<file path="config.mk">
export PLATFORM = sky130hd
export DESIGN_NAME = mult_div_unit_flat
export DESIGN_NICKNAME = d
export VERILOG_FILES = /design/src/rtl/mult_div_if.sv /design/src/rtl/mult_div_unit.sv /design/src/flat_wrapper.sv
export SDC_FILE = /design/constraint.sdc
export NUM_CORES = 1
export LEC_CHECK = 0
export ABC_CLOCK_PERIOD_IN_PS = 5700
export BUFFER_PORTS_ARGS = -buffer_cell sky130_fd_sc_hd__buf_2
export CAP_MARGIN = 20
export CORE_AREA = 2 2 179 181
export CTS_CLUSTER_DIAMETER = 150
export DETAILED_ROUTE_END_ITERATION = 8
export DIE_AREA = 0 0 181 183
export PLACE_DENSITY_LB_ADDON = 0.15
export SETUP_SLACK_MARGIN = 0.02
export SLEW_MARGIN = 20
export SYNTH_ARGS = -nofsm -noshare
export SYNTH_HDL_FRONTEND = slang
export SYNTH_SLANG_ARGS = --single-unit
</file>
<file path="constraint.sdc">
create_clock -name clk -period 5.7 [get_ports clk]
set_clock_uncertainty 0.1 [all_clocks]
set_input_delay 0.57 -clock clk [delete_from_list [all_inputs] [get_ports clk]]
set_output_delay 0.57 -clock clk [all_outputs]
set_load 0.02 [all_outputs]
</file>
<file path="src/rtl/mult_div_if.sv">
// mult_div_if: operand, control and HI/LO result bundle of the multiply/divide unit
interface mult_div_if #(parameter int WIDTH = 32);
  logic             start;
  logic [1:0]       op;
  logic [WIDTH-1:0] rs_data;
  logic [WIDTH-1:0] rt_data;
  logic             hi_we;
  logic             lo_we;
  logic [WIDTH-1:0] wdata;
  logic             busy;
  logic             done;
  logic [WIDTH-1:0] hi;
  logic [WIDTH-1:0] lo;
  modport master (output start, op, rs_data, rt_data, hi_we, lo_we, wdata, input busy, done, hi, lo);
  modport slave (input start, op, rs_data, rt_data, hi_we, lo_we, wdata, output busy, done, hi, lo);
endinterface

</file>
<file path="src/rtl/mult_div_unit.sv">
// mult_div_unit: iterative shift-add multiplier / restoring divider with HI/LO registers
module mult_div_unit #(parameter int WIDTH = 32) (
  input logic clk,
  input logic reset,
  mult_div_if.slave bus
);
  typedef enum logic [1:0] {S_IDLE, S_CALC, S_FINISH} state_t;
  localparam int CW = $clog2(WIDTH + 1);
  state_t state, state_nx;
  logic [CW-1:0] cnt;
  logic [2*WIDTH-1:0] acc, mul_next, div_next, prod_fix;
  logic [WIDTH-1:0] opnd, a_raw, hi_q, lo_q, a_in_mag, b_in_mag, quo_fix, rem_fix, hi_nx, lo_nx;
  logic [WIDTH:0] mul_sum, div_sh, div_diff;
  logic is_div, neg_q, neg_r, b_zero, done_q, sa, sb, accept, last, busy_c;
  always_ff @(posedge clk or posedge reset)
    if (reset) state <= S_IDLE;
    else state <= state_nx;
  always_comb begin
    state_nx = (state == S_IDLE) ? (bus.start ? S_CALC : S_IDLE) :
               (state == S_CALC) ? (last ? S_FINISH : S_CALC) : S_IDLE;
  end
  always_comb begin
    busy_c = state != S_IDLE;
    accept = (state == S_IDLE) && bus.start;
    last = cnt == CW'(WIDTH - 1);
  end
  // signed ops work on magnitudes; result signs are reapplied at FINISH
  assign sa = ~bus.op[0] & bus.rs_data[WIDTH-1];
  assign sb = ~bus.op[0] & bus.rt_data[WIDTH-1];
  assign a_in_mag = sa ? -bus.rs_data : bus.rs_data;
  assign b_in_mag = sb ? -bus.rt_data : bus.rt_data;
  // acc holds {hi_part, lo_part}: product accumulator or {remainder, quotient}
  assign mul_sum = {1'b0, acc[2*WIDTH-1:WIDTH]} + {1'b0, acc[0] ? opnd : {WIDTH{1'b0}}};
  assign mul_next = {mul_sum, acc[WIDTH-1:1]};
  assign div_sh = {acc[2*WIDTH-1:WIDTH], acc[WIDTH-1]};
  assign div_diff = div_sh - {1'b0, opnd};
  assign div_next = div_diff[WIDTH] ? {div_sh[WIDTH-1:0], acc[WIDTH-2:0], 1'b0}
                                    : {div_diff[WIDTH-1:0], acc[WIDTH-2:0], 1'b1};
  assign prod_fix = neg_q ? -acc : acc;
  assign quo_fix = neg_q ? -acc[WIDTH-1:0] : acc[WIDTH-1:0];
  assign rem_fix = neg_r ? -acc[2*WIDTH-1:WIDTH] : acc[2*WIDTH-1:WIDTH];
  assign hi_nx = !is_div ? prod_fix[2*WIDTH-1:WIDTH] : b_zero ? a_raw : rem_fix;
  assign lo_nx = !is_div ? prod_fix[WIDTH-1:0] : b_zero ? {WIDTH{1'b1}} : quo_fix;
  always_ff @(posedge clk or posedge reset) begin
    if (reset) begin
      cnt <= '0;
      acc <= '0;
      opnd <= '0;
      a_raw <= '0;
      is_div <= 1'b0;
      neg_q <= 1'b0;
      neg_r <= 1'b0;
      b_zero <= 1'b0;
      hi_q <= '0;
      lo_q <= '0;
      done_q <= 1'b0;
    end else begin
      done_q <= state == S_FINISH;
      if (accept) begin
        cnt <= '0;
        acc <= {{WIDTH{1'b0}}, bus.op[1] ? a_in_mag : b_in_mag};
        opnd <= bus.op[1] ? b_in_mag : a_in_mag;
        a_raw <= bus.rs_data;
        is_div <= bus.op[1];
        neg_q <= sa ^ sb;
        neg_r <= sa;
        b_zero <= bus.rt_data == '0;
      end else if (state == S_CALC) begin
        cnt <= cnt + 1'b1;
        acc <= is_div ? div_next : mul_next;
      end
      if (state == S_FINISH) begin
        hi_q <= hi_nx;
        lo_q <= lo_nx;
      end
      if (!busy_c && bus.hi_we) hi_q <= bus.wdata;
      if (!busy_c && bus.lo_we) lo_q <= bus.wdata;
    end
  end
  assign bus.busy = busy_c;
  assign bus.done = done_q;
  assign bus.hi = hi_q;
  assign bus.lo = lo_q;
endmodule

</file>
<file path="src/flat_wrapper.sv">
// flat-port wrapper written by rule: the top's interface ports become plain ports
module mult_div_unit_flat 
#(parameter int WIDTH = 32)
  (clk, reset, bus_start, bus_op, bus_rs_data, bus_rt_data, bus_hi_we, bus_lo_we, bus_wdata, bus_busy, bus_done, bus_hi, bus_lo);
  mult_div_if #(.WIDTH(WIDTH)) bus_i ();
  input logic clk;
  input logic reset;
  input wire logic [$bits(bus_i.start)-1:0] bus_start;
  input wire logic [$bits(bus_i.op)-1:0] bus_op;
  input wire logic [$bits(bus_i.rs_data)-1:0] bus_rs_data;
  input wire logic [$bits(bus_i.rt_data)-1:0] bus_rt_data;
  input wire logic [$bits(bus_i.hi_we)-1:0] bus_hi_we;
  input wire logic [$bits(bus_i.lo_we)-1:0] bus_lo_we;
  input wire logic [$bits(bus_i.wdata)-1:0] bus_wdata;
  output wire logic [$bits(bus_i.busy)-1:0] bus_busy;
  output wire logic [$bits(bus_i.done)-1:0] bus_done;
  output wire logic [$bits(bus_i.hi)-1:0] bus_hi;
  output wire logic [$bits(bus_i.lo)-1:0] bus_lo;
  assign bus_i.start = bus_start;
  assign bus_i.op = bus_op;
  assign bus_i.rs_data = bus_rs_data;
  assign bus_i.rt_data = bus_rt_data;
  assign bus_i.hi_we = bus_hi_we;
  assign bus_i.lo_we = bus_lo_we;
  assign bus_i.wdata = bus_wdata;
  assign bus_busy = bus_i.busy;
  assign bus_done = bus_i.done;
  assign bus_hi = bus_i.hi;
  assign bus_lo = bus_i.lo;
  mult_div_unit #(.WIDTH(WIDTH)) u_core (.clk(clk), .reset(reset), .bus(bus_i));
endmodule
</file>
### After elaboration in Yosys (flattened, before gate mapping)

Cells that the tools add are included.

* bits in registers: 205
* logic and storage cells: 63

* eq/ne operators: 3
* $add $sub $neg: 8
* muxes and demuxes: 26
* reduce and logical (&&, ||, !) cells: 10
* bitwise operators: 4

Operator list (number)
* $mux 32: 15
* $mux 64: 5
* $neg 32->32: 4
* $neg 64->64: 1
* $add 32x32->33: 1
* $sub 33x32->33: 1
* $logic_not 32->1: 1
* $mux 6: 2
* $reduce_bool 2->1: 4
* $add 6x1->6 const B: 1
* $eq 6x5->1 const B: 1
* $mux 2: 3
* $logic_and 1x1->1: 3
* $and 1x1->1: 2
* $eq 2x1->1 const B: 1
* $eq 2x2->1 const B: 1
* $logic_not 2->1: 1
* $logic_not 1->1: 1
* $mux 1: 1
* $not 1->1: 1
* $xor 1x1->1: 1

### Depth between registers and ports, before layout

* word-level depth: 6
* mapped depth: 15
* gate-level depth less buffers: 14

### Worst setup path after synthesis

Ideal clock, no wire load.

* kind: reg-to-reg
* from: reg u_core.acc[0]
* to: reg u_core.acc[63]
* clock period less this slack: 3.510 ns
* path buffers: 2
* data required time: 5.480 ns
* arrival: 3.290 ns
* stages on the path, launching flop included: 16
* path slack: 2.190 ns
* cell sequence: dfrtp_1 inv_1 clkbuf_1 nor2_1 ha_1 buf_2 a21o_1 o21ba_2 o221ai_1 a221oi_1 o21ai_1 a311oi_2 o21ai_1 a2111oi_0 nor2_1 a31o_2

* cells in the longest elaborated chain, start to end: 5

RTL lines
* from (decl): RTL line mult_div_unit.sv:11 `logic [2*WIDTH-1:0] acc, mul_next, div_next, prod_fix;`
* from (signal assigned): RTL line mult_div_unit.sv:61 `acc <= {{WIDTH{1'b0}}, bus.op[1] ? a_in_mag : b_in_mag};`
* from (signal assigned): RTL line mult_div_unit.sv:70 `acc <= is_div ? div_next : mul_next;`
* $mux 32: RTL line mult_div_unit.sv:33 `assign mul_sum = {1'b0, acc[2*WIDTH-1:WIDTH]} + {1'b0, acc[0] ? opnd : {WIDTH{1'b0}}};`
* $add 32x32->33: RTL line mult_div_unit.sv:33
* $mux 64: RTL line mult_div_unit.sv:70
* $mux 64: RTL line mult_div_unit.sv:68 `end else if (state == S_CALC) begin`
* $mux 64: RTL line mult_div_unit.sv:59 `if (accept) begin`

No other way between the ends. The select of a mux whose other input is x is not followed.
A chain may end at the register's enable or synchronous reset.

### Final worst setup path

* from: reg u_core.acc[31]
* to: reg u_core.acc[36]

* cells in the longest elaborated chain, start to end: 5

RTL lines
* $sub 33x32->33: RTL line mult_div_unit.sv:36 `assign div_diff = div_sh - {1'b0, opnd};`
* $mux 64: RTL line mult_div_unit.sv:37 `assign div_next = div_diff[WIDTH] ? {div_sh[WIDTH-1:0], acc[WIDTH-2:0], 1'b0}`
* $mux 64: RTL line mult_div_unit.sv:70
* $mux 64: RTL line mult_div_unit.sv:68
* $mux 64: RTL line mult_div_unit.sv:59

No other way between the ends. The select of a mux whose other input is x is not followed.

==> tab_implementation.tex <==
\begin{tabular}{lr}
\hline
Metric & Value \\
\hline
\multicolumn{2}{l}{\textbf{GRT}} \\
\quad Global-route wire length before repair & $\sim$96000 um \\
\quad GRT overflow & 0 \\
\quad Number of antenna violations at the first check in global routing & 0 \\
\quad Global-route usage over all layers & 0.371 \\
\quad Number of global-route vias before repair & 15900 \\
\quad Pin count of the biggest net entering global routing & 94 \\
\multicolumn{2}{l}{\textbf{Timing}} \\
\quad Unrepaired setup endpoints after global routing & false \\
\quad Worst setup margin & approximately 1.4 ns \\
\quad Maximum clock frequency & between 200 and 250 MHz \\
\quad Number of setup violations in the final report & 0 \\
\quad Final critical path time including I/O delays and setup & 4.25 ns \\
\quad Accumulated negative setup slack & 0 ns \\
\quad Max Slew Vio Count & 0 \\
\quad Final period utilization & 0.746 \\
\quad Number of failing hold endpoints at the final stage & 0 \\
\quad Worst slew pin tran & 1.07 ns \\
\quad Relative max-transition margin & 0.290 \\
\multicolumn{2}{l}{\textbf{Critical path}} \\
\quad Stage delay of the slowest cell on the critical path & 0.50 ns \\
\quad Start-to-end type of the worst setup path & register to register \\
\quad Worst Path Max Fanout & 24 \\
\quad Critical Path, Cell by Cell & inv\_1, ha\_1, fa\_1, nand2b\_1, a21oi\_1, o22ai\_1, o21ai\_1, nand4b\_1, a211o\_1, nand3\_2, buf\_4, mux2\_2, a21oi\_1, o21ai\_0 \\
\quad Worst path bufs/invs & 2 \\
\quad Category of the worst setup path capture point & register \\
\quad Cell family contributing the most delay on the critical path & compound AO/OA/AOI/OAI gates \\
\quad Worst setup SP type & register \\
\quad Most repeated library cell on the critical path & a21oi\_1 \\
\quad Worst-path cell with the longest stage delay & dfrtp\_1 \\
\quad Required time at the endpoint of the critical path & 6.00 ns \\
\quad Worst Path Arrival & between 4 and 5 ns \\
\multicolumn{2}{l}{\textbf{Floorplan}} \\
\quad Die Footprint & approximately 33000 um2 \\
\quad Total number of placement rows & 65 \\
\quad Std-Cell Core Area & 31200 um2 \\
\quad Starting density of the core & 0.540 \\
\quad Die Span Y & between 150 and 200 um \\
\quad \# IOs & 169 \\
\quad Die Width & approximately 180 um \\
\multicolumn{2}{l}{\textbf{Placed design}} \\
\quad Gpl congestion & 0.958 \\
\quad Post-DP HPWL & between 40000 and 50000 um \\
\quad Placed instance area & 17900 um2 \\
\quad Worst setup slack after placement & 1.49 ns \\
\quad Buffers on Ports & 168 \\
\multicolumn{2}{l}{\textbf{Power and ir drop}} \\
\quad Pwr per Cell Area & 582 nW/um2 \\
\quad Power Total & 0.0109 W \\
\quad Leak Pwr & about 8.2 nW \\
\quad Maximum VDD drop & 366 uV \\
\multicolumn{2}{l}{\textbf{CTS}} \\
\quad CTS hold repair buffers & 0 \\
\quad Post-CTS repair timing setup buffer count & 0 \\
\quad Post-CTS resize count & 0 \\
\quad CTS buffer count & 25 \\
\quad Sink count of the clock tree & 205 \\
\quad Clock tree buffer depth & 3 \\
\quad Clock latency at the later pin of the worst-skew pair & roughly 0.55 ns \\
\quad CTS tree & built \\
\quad Clock edge transition at the registers on the reported setup and hold paths & $\sim$0.060 ns \\
\quad H-tree depth & 1 \\
\quad Buffer type at the clock tree root & clkbuf\_16 \\
\multicolumn{2}{l}{\textbf{Layout}} \\
\quad N\_diodes & 0 \\
\quad Share of post-route cells with drive strength above 1 & 0.128 \\
\quad Final Net Count & between 2000 and 2500 \\
\quad Fill cells & approximately 3000 \\
\quad Final design instance area without fill & 18700 um2 \\
\quad Fraction of the core area covered by cells at the end of the flow & 0.599 \\
\quad Area growth from synthesis to layout & 11.0\% \\
\multicolumn{2}{l}{\textbf{Logic synthesis}} \\
\quad Post-synth design cell area & 16900 um2 \\
\quad Main synth FF type & dfrtp\_1 \\
\quad Most used standard cell by instance count after synthesis & nand2\_1 \\
\quad Sequential-to-total area share from yosys stat & 0.304 \\
\quad Flip-flop and latch count after synthesis & 205 \\
\quad Synth Net Count & 2338 \\
\quad Most area-consuming cells after synthesis & dfrtp\_1, nand2\_1, o21ai\_0, xnor2\_1, ha\_1 \\
\quad Average size of a mapped cell & 7.79 um2 \\
\quad Post-synth EDFFs & 0 \\
\quad Commonest cells in the netlist & nand2\_1, o21ai\_0, dfrtp\_1, nor2\_1, a21oi\_1 \\
\quad Library cell with the largest summed area after synthesis & dfrtp\_1 \\
\quad Share of the synthesized area in the top cell type & 0.304 \\
\quad Share of async-settable or async-resettable flops after synthesis & 1.00 \\
\quad Number of warning messages in the yosys log & 0 \\
\quad Syn Inst Count & between 2000 and 2500 \\
\quad Count of unique library cells instantiated by Yosys & 88 \\
\multicolumn{2}{l}{\textbf{Routing}} \\
\quad Average vias per placed instance & 6.47 \\
\quad Total detailed-routing wirelength & 62500 um \\
\quad Total DRC errors in the routed layout & 0 \\
\quad Routed wire length per instance & 23.5 um \\
\quad Iter 0 DRT Violations & between 1500 and 2000 \\
\quad DR pass1 iterations & 7 \\
\quad Post-detailed-route count of antenna-violating nets & 0 \\
\quad Vias after detailed routing & 17200 \\
\multicolumn{2}{l}{\textbf{Min path}} \\
\quad Class of the tightest hold or removal check & input pin to asynchronous set/reset pin \\
\multicolumn{2}{l}{\textbf{Status}} \\
\quad Result of the run & completed \\
\multicolumn{2}{l}{\textbf{Flow run}} \\
\quad Max-cap violations & 0 \\
\hline
\end{tabular}
==> power breakdown <==
part / internal (W) / switching (W)
clock: 0.000939 / 0.000694
sequential: 0.00199 / 0.000898
combinational: 0.00257 / 0.00379
==> cell families after synthesis <==
kind of cell               share of synthesized area
and+or+nand+nor                                0.198
adders and majority gates                     0.0536
buffers and inverters                         0.0489
AOI/OAI and AO/OA                              0.257
xor gates and xnor gates                      0.0946
muxes                                         0.0437
DFF                                            0.304
==> registers in the layout, summed over array words and instances, names as in the netlist, 2 cells and up <==
name / cells
u_core.acc: 64
u_core.bus.lo: 32
u_core.cnt: 6
u_core.a_raw: 32
u_core.opnd: 32
u_core.state: 2
u_core.bus.hi: 32
==> cells in the final DEF (no fill, tap or decap), types with 43 or more instances in the layout <==
master	count
buf_2	168
dfrtp_1	203
nand2_1	321
mux2i_1	68
xor2_1	75
o21ai_0	236
a21oi_1	150
xnor2_1	107
ha_1	69
nor2_1	170
inv_1	68
o211ai_1	47
o22ai_1	43
==> layout make-up <==
cell class,instances,area [um2],share of cell area
clock buffer,30,674,0.0361
clock inverter,15,148,0.00789
inverter,70,267,0.0142
multi-input combinational,1745,10900,0.584
sequential,205,5130,0.274
tap,402,503,0.0269
timing repair buffer,196,1050,0.0562
==> worst reg2reg max path, cell delays in order (launching register included) <==
cell	delay, ns
dfrtp_1	0.50
inv_1	0.09
ha_1	0.23
fa_1	0.40
nand2b_1	0.18
a21oi_1	0.19
o22ai_1	0.18
o21ai_1	0.35
nand4b_1	0.19
a211o_1	0.36
nand3_2	0.50
buf_4	0.30
mux2_2	0.34
a21oi_1	0.14
o21ai_0	0.08
==> through the flow <==
step	instances	hold WS [ns]
after CTS	2663	0.0874
after floorplan	2164	0.340
after detailed placement	2618	0.370
final	2663	0.0827
after global routing	2663	0.124
after global placement	2618	0.365
==> routing by layer <==
metal / global-route usage / part of all wire / vias to the layer above
met5: 0 / 0 / -
met4: 0.138 / 0.043 / 0
met3: 0.0554 / 0.093 / 140
met2: 0.574 / 0.43 / 923
met1: 0.528 / 0.43 / 8274
li1: - / - / 7904
==> worst paths after layout <==
check / startpoint / to / slack, ns / cells after the start
worst min-delay path: reset / u_core.bus.done / 0.08 / 2
min in group clk: bus_wdata[29] / u_core.bus.lo[29] / 0.15 / 3
max in group asynchronous: reset / u_core.is_div / 3.97 / 3
worst max register to register: u_core.acc[31] / u_core.acc[36] / 1.45 / 14
worst min register to register: u_core.opnd[2] / u_core.opnd[2] / 0.38 / 2
worst max-delay path: u_core.acc[31] / u_core.acc[36] / 1.45 / 14
No activity file was read; power rests on OpenSTA's default activity.
